[config.mk]
export PLATFORM = sky130hd
export DESIGN_NAME = vga_cell_fetch_arbiter
export DESIGN_NICKNAME = d
export VERILOG_FILES = /design/src/rtl/vga_cell_fetch_arbiter.sv
export SDC_FILE = /design/constraint.sdc
export NUM_CORES = 1
export LEC_CHECK = 0
export ABC_AREA = 1
export CELL_PAD_IN_SITES_DETAIL_PLACEMENT = 1
export CELL_PAD_IN_SITES_GLOBAL_PLACEMENT = 2
export CORE_MARGIN = 4
export CORE_UTILIZATION = 26
export CTS_CLUSTER_SIZE = 24
export DETAILED_ROUTE_END_ITERATION = 10
export PLACE_DENSITY = 0.91
export SLEW_MARGIN = 20
export SYNTH_ARGS = -nofsm -noshare
export SYNTH_HDL_FRONTEND = slang
export SYNTH_SLANG_ARGS = --single-unit
[constraint.sdc]
create_clock -name VGA_CLK -period 4.6 [get_ports VGA_CLK]
set_input_delay 0.92 -clock VGA_CLK [delete_from_list [all_inputs] [get_ports VGA_CLK]]
set_output_delay 0.92 -clock VGA_CLK [all_outputs]
set_load 0.005 [all_outputs]
[src/rtl/vga_cell_fetch_arbiter.sv]
// Board colour RAM sequencer: display prefetch has absolute priority, game write/read share the remaining cycles round-robin.
// Optional macro CELL_BORDER_EN overlays BORDER_RGB on the first pixel column/line of every cell.
module vga_cell_fetch_arbiter #(
  parameter int          GRID       = 18,
  parameter int          CELL       = 20,
  parameter int          ADDR_W     = 9,
  parameter int          DATA_W     = 24,
  parameter logic [23:0] BORDER_RGB = 24'h202020
) (
  input  logic              VGA_CLK,
  input  logic              RESET,
  input  logic              VGA_VS,
  input  logic              DISP_EN,
  output logic [DATA_W-1:0] RGB,
  output logic [ADDR_W-1:0] MEM_ADDR,
  output logic              MEM_RE,
  output logic              MEM_WE,
  output logic [DATA_W-1:0] MEM_WDATA,
  input  logic [DATA_W-1:0] MEM_RDATA,
  input  logic              WR_REQ,
  input  logic [ADDR_W-1:0] WR_ADDR,
  input  logic [DATA_W-1:0] WR_DATA,
  output logic              WR_ACK,
  input  logic              RD_REQ,
  input  logic [ADDR_W-1:0] RD_ADDR,
  output logic              RD_ACK,
  output logic [DATA_W-1:0] RD_DATA,
  output logic              RD_VALID,
  output logic [1:0]        dbg_state
);
  // Handshake: a requester holds REQ and its payload stable; the ACK cycle is the cycle the RAM
  // access happens, and the requester drops (or replaces) its request on the following cycle.
  localparam int XW = (CELL > 1) ? $clog2(CELL) : 1;
  localparam int CW = (GRID > 1) ? $clog2(GRID) : 1;
  localparam logic [XW-1:0] X_LAST = XW'(CELL - 1);
  localparam logic [CW-1:0] C_LAST = CW'(GRID - 1);
  localparam logic [CW-1:0] C_PEN  = CW'(GRID - 2);

  typedef enum logic [1:0] {D_IDLE, D_PRE0, D_PRE1, D_ACTIVE} disp_state_t;
  disp_state_t state_q, state_d;

  logic [XW-1:0]     x_cnt_q, y_cnt_q;
  logic [CW-1:0]     col_q, row_q, disp_col;
  logic [DATA_W-1:0] cur_color_q, next_color_q;
  logic              vs_q, de_q, synced_q;
  logic              frame_trig, line_trig;
  logic              disp_rd, disp_rd_en, wr_gnt, rd_gnt;
  logic              last_gnt_rd_q, rd_pend_q, disp_pend_q, disp_to_cur_q;
  logic [ADDR_W-1:0] disp_addr;

  // Line triggers are ignored until a frame start has been seen, so a mid-frame reset stays dark.
  assign frame_trig = vs_q & ~VGA_VS;
  assign line_trig  = synced_q & de_q & ~DISP_EN;
  assign disp_addr  = ADDR_W'(row_q) * ADDR_W'(GRID) + ADDR_W'(disp_col);
  assign disp_rd_en = disp_rd & ~RESET;
  assign dbg_state  = state_q;

  always_comb begin
    state_d  = state_q;
    disp_rd  = 1'b0;
    disp_col = '0;
    case (state_q)
      D_IDLE: ;
      D_PRE0: begin
        disp_rd = 1'b1;
        state_d = D_PRE1;
      end
      D_PRE1: begin
        disp_rd  = 1'b1;
        disp_col = CW'(1);
        state_d  = D_ACTIVE;
      end
      D_ACTIVE: begin
        if (DISP_EN && x_cnt_q == '0 && col_q != '0 && col_q <= C_PEN) begin
          disp_rd  = 1'b1;
          disp_col = col_q + CW'(1);
        end
      end
      default: state_d = D_IDLE;
    endcase
    if (frame_trig || line_trig) state_d = D_PRE0;
  end

  always_comb begin
    wr_gnt = 1'b0;
    rd_gnt = 1'b0;
    if (!RESET && !disp_rd) begin
      if (WR_REQ && RD_REQ) begin
        wr_gnt = last_gnt_rd_q;
        rd_gnt = ~last_gnt_rd_q;
      end else begin
        wr_gnt = WR_REQ;
        rd_gnt = RD_REQ;
      end
    end
  end

  always_comb begin
    MEM_ADDR  = '0;
    MEM_WDATA = '0;
    if (disp_rd_en) begin
      MEM_ADDR = disp_addr;
    end else if (wr_gnt) begin
      MEM_ADDR  = WR_ADDR;
      MEM_WDATA = WR_DATA;
    end else if (rd_gnt) begin
      MEM_ADDR = RD_ADDR;
    end
  end

  assign MEM_RE   = disp_rd_en | rd_gnt;
  assign MEM_WE   = wr_gnt;
  assign WR_ACK   = wr_gnt;
  assign RD_ACK   = rd_gnt;
  assign RD_VALID = rd_pend_q;
  assign RD_DATA  = rd_pend_q ? MEM_RDATA : '0;

  always_ff @(posedge VGA_CLK) begin
    if (RESET) begin
      state_q       <= D_IDLE;
      vs_q          <= 1'b1;
      de_q          <= 1'b0;
      synced_q      <= 1'b0;
      x_cnt_q       <= '0;
      y_cnt_q       <= '0;
      col_q         <= '0;
      row_q         <= '0;
      cur_color_q   <= '0;
      next_color_q  <= '0;
      last_gnt_rd_q <= 1'b1;
      rd_pend_q     <= 1'b0;
      disp_pend_q   <= 1'b0;
      disp_to_cur_q <= 1'b0;
    end else begin
      state_q       <= state_d;
      vs_q          <= VGA_VS;
      de_q          <= DISP_EN;
      rd_pend_q     <= rd_gnt;
      disp_pend_q   <= disp_rd_en;
      disp_to_cur_q <= (state_q == D_PRE0);
      if (wr_gnt || rd_gnt) last_gnt_rd_q <= rd_gnt;
      // The PRE0 word is the first cell's colour; every later display read refills next_color.
      if (disp_pend_q) begin
        if (disp_to_cur_q) cur_color_q  <= MEM_RDATA;
        else               next_color_q <= MEM_RDATA;
      end
      if (frame_trig) begin
        synced_q <= 1'b1;
        x_cnt_q  <= '0;
        y_cnt_q  <= '0;
        col_q    <= '0;
        row_q    <= '0;
      end else if (line_trig) begin
        x_cnt_q <= '0;
        col_q   <= '0;
        if (y_cnt_q == X_LAST) begin
          y_cnt_q <= '0;
          if (row_q != C_LAST) row_q <= row_q + CW'(1);
        end else begin
          y_cnt_q <= y_cnt_q + XW'(1);
        end
      end else if (state_q == D_ACTIVE && DISP_EN) begin
        x_cnt_q <= (x_cnt_q == X_LAST) ? '0 : x_cnt_q + XW'(1);
        if (x_cnt_q == X_LAST) begin
          cur_color_q <= next_color_q;
          if (col_q != C_LAST) col_q <= col_q + CW'(1);
        end
      end
    end
  end

`ifdef CELL_BORDER_EN
  assign RGB = (!RESET && DISP_EN && (x_cnt_q == '0 || y_cnt_q == '0)) ? DATA_W'(BORDER_RGB) : cur_color_q;
`else
  logic unused_border;
  assign unused_border = ^BORDER_RGB;
  assign RGB = cur_color_q;
`endif
endmodule

==> results.sh <==
export IMPL_syn_to_final_growth_pct=48.3
export IMPL_crit_arrival_ns=3.26
export IMPL_rsz0062_at_grt="no"
export IMPL_track_usage_pct=14.6
export IMPL_clock_skew_ns=0.0105
export IMPL_hpwl_um=10300
export IMPL_portBuffers=159
export IMPL_finalCritPeriodShare_pct=91.0
export IMPL_first_iter_violations=119
export IMPL_hold_depth=2
export IMPL_ff_latch_area_mm2=0.00154
export IMPL_final_cell_area_mm2=0.00654
export IMPL_syn_nets=720
export IMPL_synth_edff_count=0
export IMPL_synth_top_area_share_pct=35.0
export IMPL_grt_use_met1_pct=18.2
export IMPL_viasPerCell=4.56
export IMPL_antenna_found_initial=0
export IMPL_drc=0
export IMPL_worst_r2r_endpoint="RGB[13]"
export IMPL_critPathLaunchType="flop"
export IMPL_yosys_register_bits=77
export IMPL_path_class="reg -> out"
export IMPL_cts_path_max_buffers=2
export IMPL_dpl_cell_area_mm2=0.00620
export IMPL_gr_usage_met3_pct=2.59
export IMPL_grt_pass1_wl_um=23200
export IMPL_cp_required_ns=3.68
export IMPL_nNetsFinal=870
export IMPL_r2r_start="dbg_state[0]"
export IMPL_post_route_util_pct=39.4
export IMPL_setup_tns_final_ns=0
export IMPL_max_freq_ghz=0.239
export IMPL_grt_pass1_vias=4622
export IMPL_cts_sinks=77
export IMPL_worst_slack_ns=0.416
export IMPL_ys_flop_type="dfxtp_1"
export IMPL_crit_path_end_kind="output port"
export IMPL_dr_pass1_iters=4
export IMPL_slew_headroom_pct=41.2
export IMPL_path_clk_slew_ns=0.06
export IMPL_die_area_mm2=0.0191
export IMPL_wl_per_cell_um=14.0
export IMPL_yosys_warnings=0
export IMPL_numPlacedInstances=985
export IMPL_antenna_left=0
export IMPL_io_pins=160
export IMPL_finalCriticalPeriod_ns=4.18
export IMPL_worstHoldEndpoint="y_cnt_q[1]"
export IMPL_synth_commonest_cells="nor2_1, inv_1, dfxtp_1"
export IMPL_worst_skew_pair_late_latency_ns=0.34
export IMPL_yosys_cell_types_count=38
export IMPL_leakage_nw=3.03
export IMPL_p_total_mw=1.76
export IMPL_gp_congestion=0.789
export IMPL_drv_slew=0
export IMPL_hold_buffers=0
export IMPL_grtUsageMet2_pct=25.8
export IMPL_avgSynthCellArea_um2=7.04
export IMPL_outcome="complete, no violations"
export IMPL_num_vias=4561
export IMPL_wl_um=14000
export IMPL_ys_seq_area_share_pct=35.0
export IMPL_final_cells=1001
export IMPL_cts_tree="yes"
export IMPL_ir_worst_vdd_mv=0.171
export IMPL_rr_worst_depth=8
export IMPL_netlist_instances=626
export IMPL_dp_slack_ns=-0.0199
export IMPL_cts_buffers_inserted=9
export IMPL_layout_drive_gt1_share_pct=8.83
export IMPL_drv_cap=0
export IMPL_yosys_top_cells_area="dfxtp_1, nor2_1, inv_1, nand2_1, o21ai_0"
export IMPL_nFillCells=2060
export IMPL_hold_path_class="reg -> reg"
export IMPL_h_tree_depth=3
export IMPL_whs_ns=0.482
export IMPL_n_antenna_cell=0
export IMPL_yosysMostFrequentCell="nor2_1"
export IMPL_start_util_pct=26.6
export IMPL_synth_async_reset_ratio_pct=0
export IMPL_min_from="y_cnt_q[1]"
export IMPL_setup_viol=0
export IMPL_die_h_um=138
export IMPL_hold_viol_final=0
export IMPL_die_w_um=138
export IMPL_top_usage_layer="met2"
export IMPL_fp_coreArea_mm2=0.0166
export IMPL_tightest_slew_ns=0.881
export IMPL_worst_path_max_fanout=5
export IMPL_worst_r2r_setup_slack_ns=2.07
export IMPL_overflow=0
export IMPL_root_buffer="clkbuf_16"
export IMPL_multi_input_area_mm2=0.00238
export IMPL_grt_max_degree=49
export IMPL_syn_area_mm2=0.00441
export IMPL_powerDensity_mw_per_mm2=269
export IMPL_fp_row_count=47
export IMPL_yosysTopAreaCell="dfxtp_1"
critical path: stages (launching register included):
cell and delay (ns):
dfxtp_1 0.43, ha_1 0.27, nand2_2 0.08, inv_2 0.06
nand2_1 0.07, nor2_4 0.13, nand3_2 0.08, nor2_2 0.09
ha_2 0.18, inv_1 0.05, fa_2 0.34, o211ai_1 0.31
nand3_1 0.12, nand2_1 0.08, nand2_1 0.05, nand3_1 0.09
clkdlybuf4s50_1 0.51
layout make-up:
cell class / count / area share [%]
flip-flops and latches: 77 / 23.6
inverters: 94 / 5.40
clock inverters: 6 / 1.44
multi-input cells: 426 / 36.4
well taps: 220 / 4.21
repair buffers: 168 / 25.4
clock buffers: 10 / 3.50
registers in the layout, summed over array words and instances, names as in the netlist:
signal / flops
RD_VALID: 1
next_color_q: 24
RGB: 24
last_gnt_rd_q: 1
de_q: 1
col_q: 5
synced_q: 1
x_cnt_q: 5
vs_q: 1
y_cnt_q: 5
disp_pend_q: 1
disp_to_cur_q: 1
dbg_state: 2
row_q: 5
layout by cell type, fill, tap and decap left out, drive strengths merged, types with 2 or more instances in the layout:
cell / instances
bufinv: 2
nand2: 79
buf: 9
inv: 96
nand3: 27
clkbuf: 10
xnor2: 3
dfxtp: 77
nand3b: 2
a21oi: 15
nor2: 127
a211oi: 2
nand4: 21
o21ai: 58
ha: 20
nor3b: 2
xor2: 7
fa: 2
nor3: 30
mux2: 24
a31oi: 2
clkdlybuf4s50: 158
cell families after synthesis:
logic type | count (synthesis) | share of synthesized area [%]
buffers and inverters | 123 | 11.2
xor gates and xnor gates | 10 | 1.99
muxes | 24 | 6.13
and+or+nand+nor | 289 | 29.5
AOI/OAI and AO/OA | 81 | 9.60
DFF | 77 | 35.0
adders and majority gates | 22 | 6.59
per-layer routing:
metal	vias to the layer above	part of all wire [%]	routed length, µm
met5	-	0	0
met4	0	0.93	130
met3	10	3.8	527
met2	111	49	6840
met1	2138	47	6540
li1	2302	-	-
how the worst max path moves through the flow:
stage / slack (ns) / startpoint / endpoint / cells after the start
floorplan: 1.08 / DISP_EN / MEM_ADDR[7] / 14
global placement: 0.03 / DISP_EN / MEM_ADDR[5] / 15
detailed placement: -0.02 / DISP_EN / MEM_ADDR[7] / 16
CTS: 0.02 / DISP_EN / MEM_ADDR[5] / 15
global route: 0.10 / dbg_state[0] / MEM_ADDR[7] / 16
finish: 0.42 / dbg_state[0] / MEM_ADDR[7] / 16
report_power, final:
| part | internal [mW] | leakage [nW] | switching (mW) | total, mW |
|---|---|---|---|---|
| clock | 0.480 | 0.154 | 0.296 | 0.776 |
| combinational | 0.146 | 2.25 | 0.128 | 0.274 |
| sequential | 0.691 | 0.624 | 0.0177 | 0.709 |
timing repair:
item | in CTS | in global routing
setup endpoints to repair | 2 | 5
gates resized for setup | 1 | 4
pin swaps | 3 | 2
buffers inserted | 0 | 0
No activity file was read; power rests on OpenSTA's default activity.
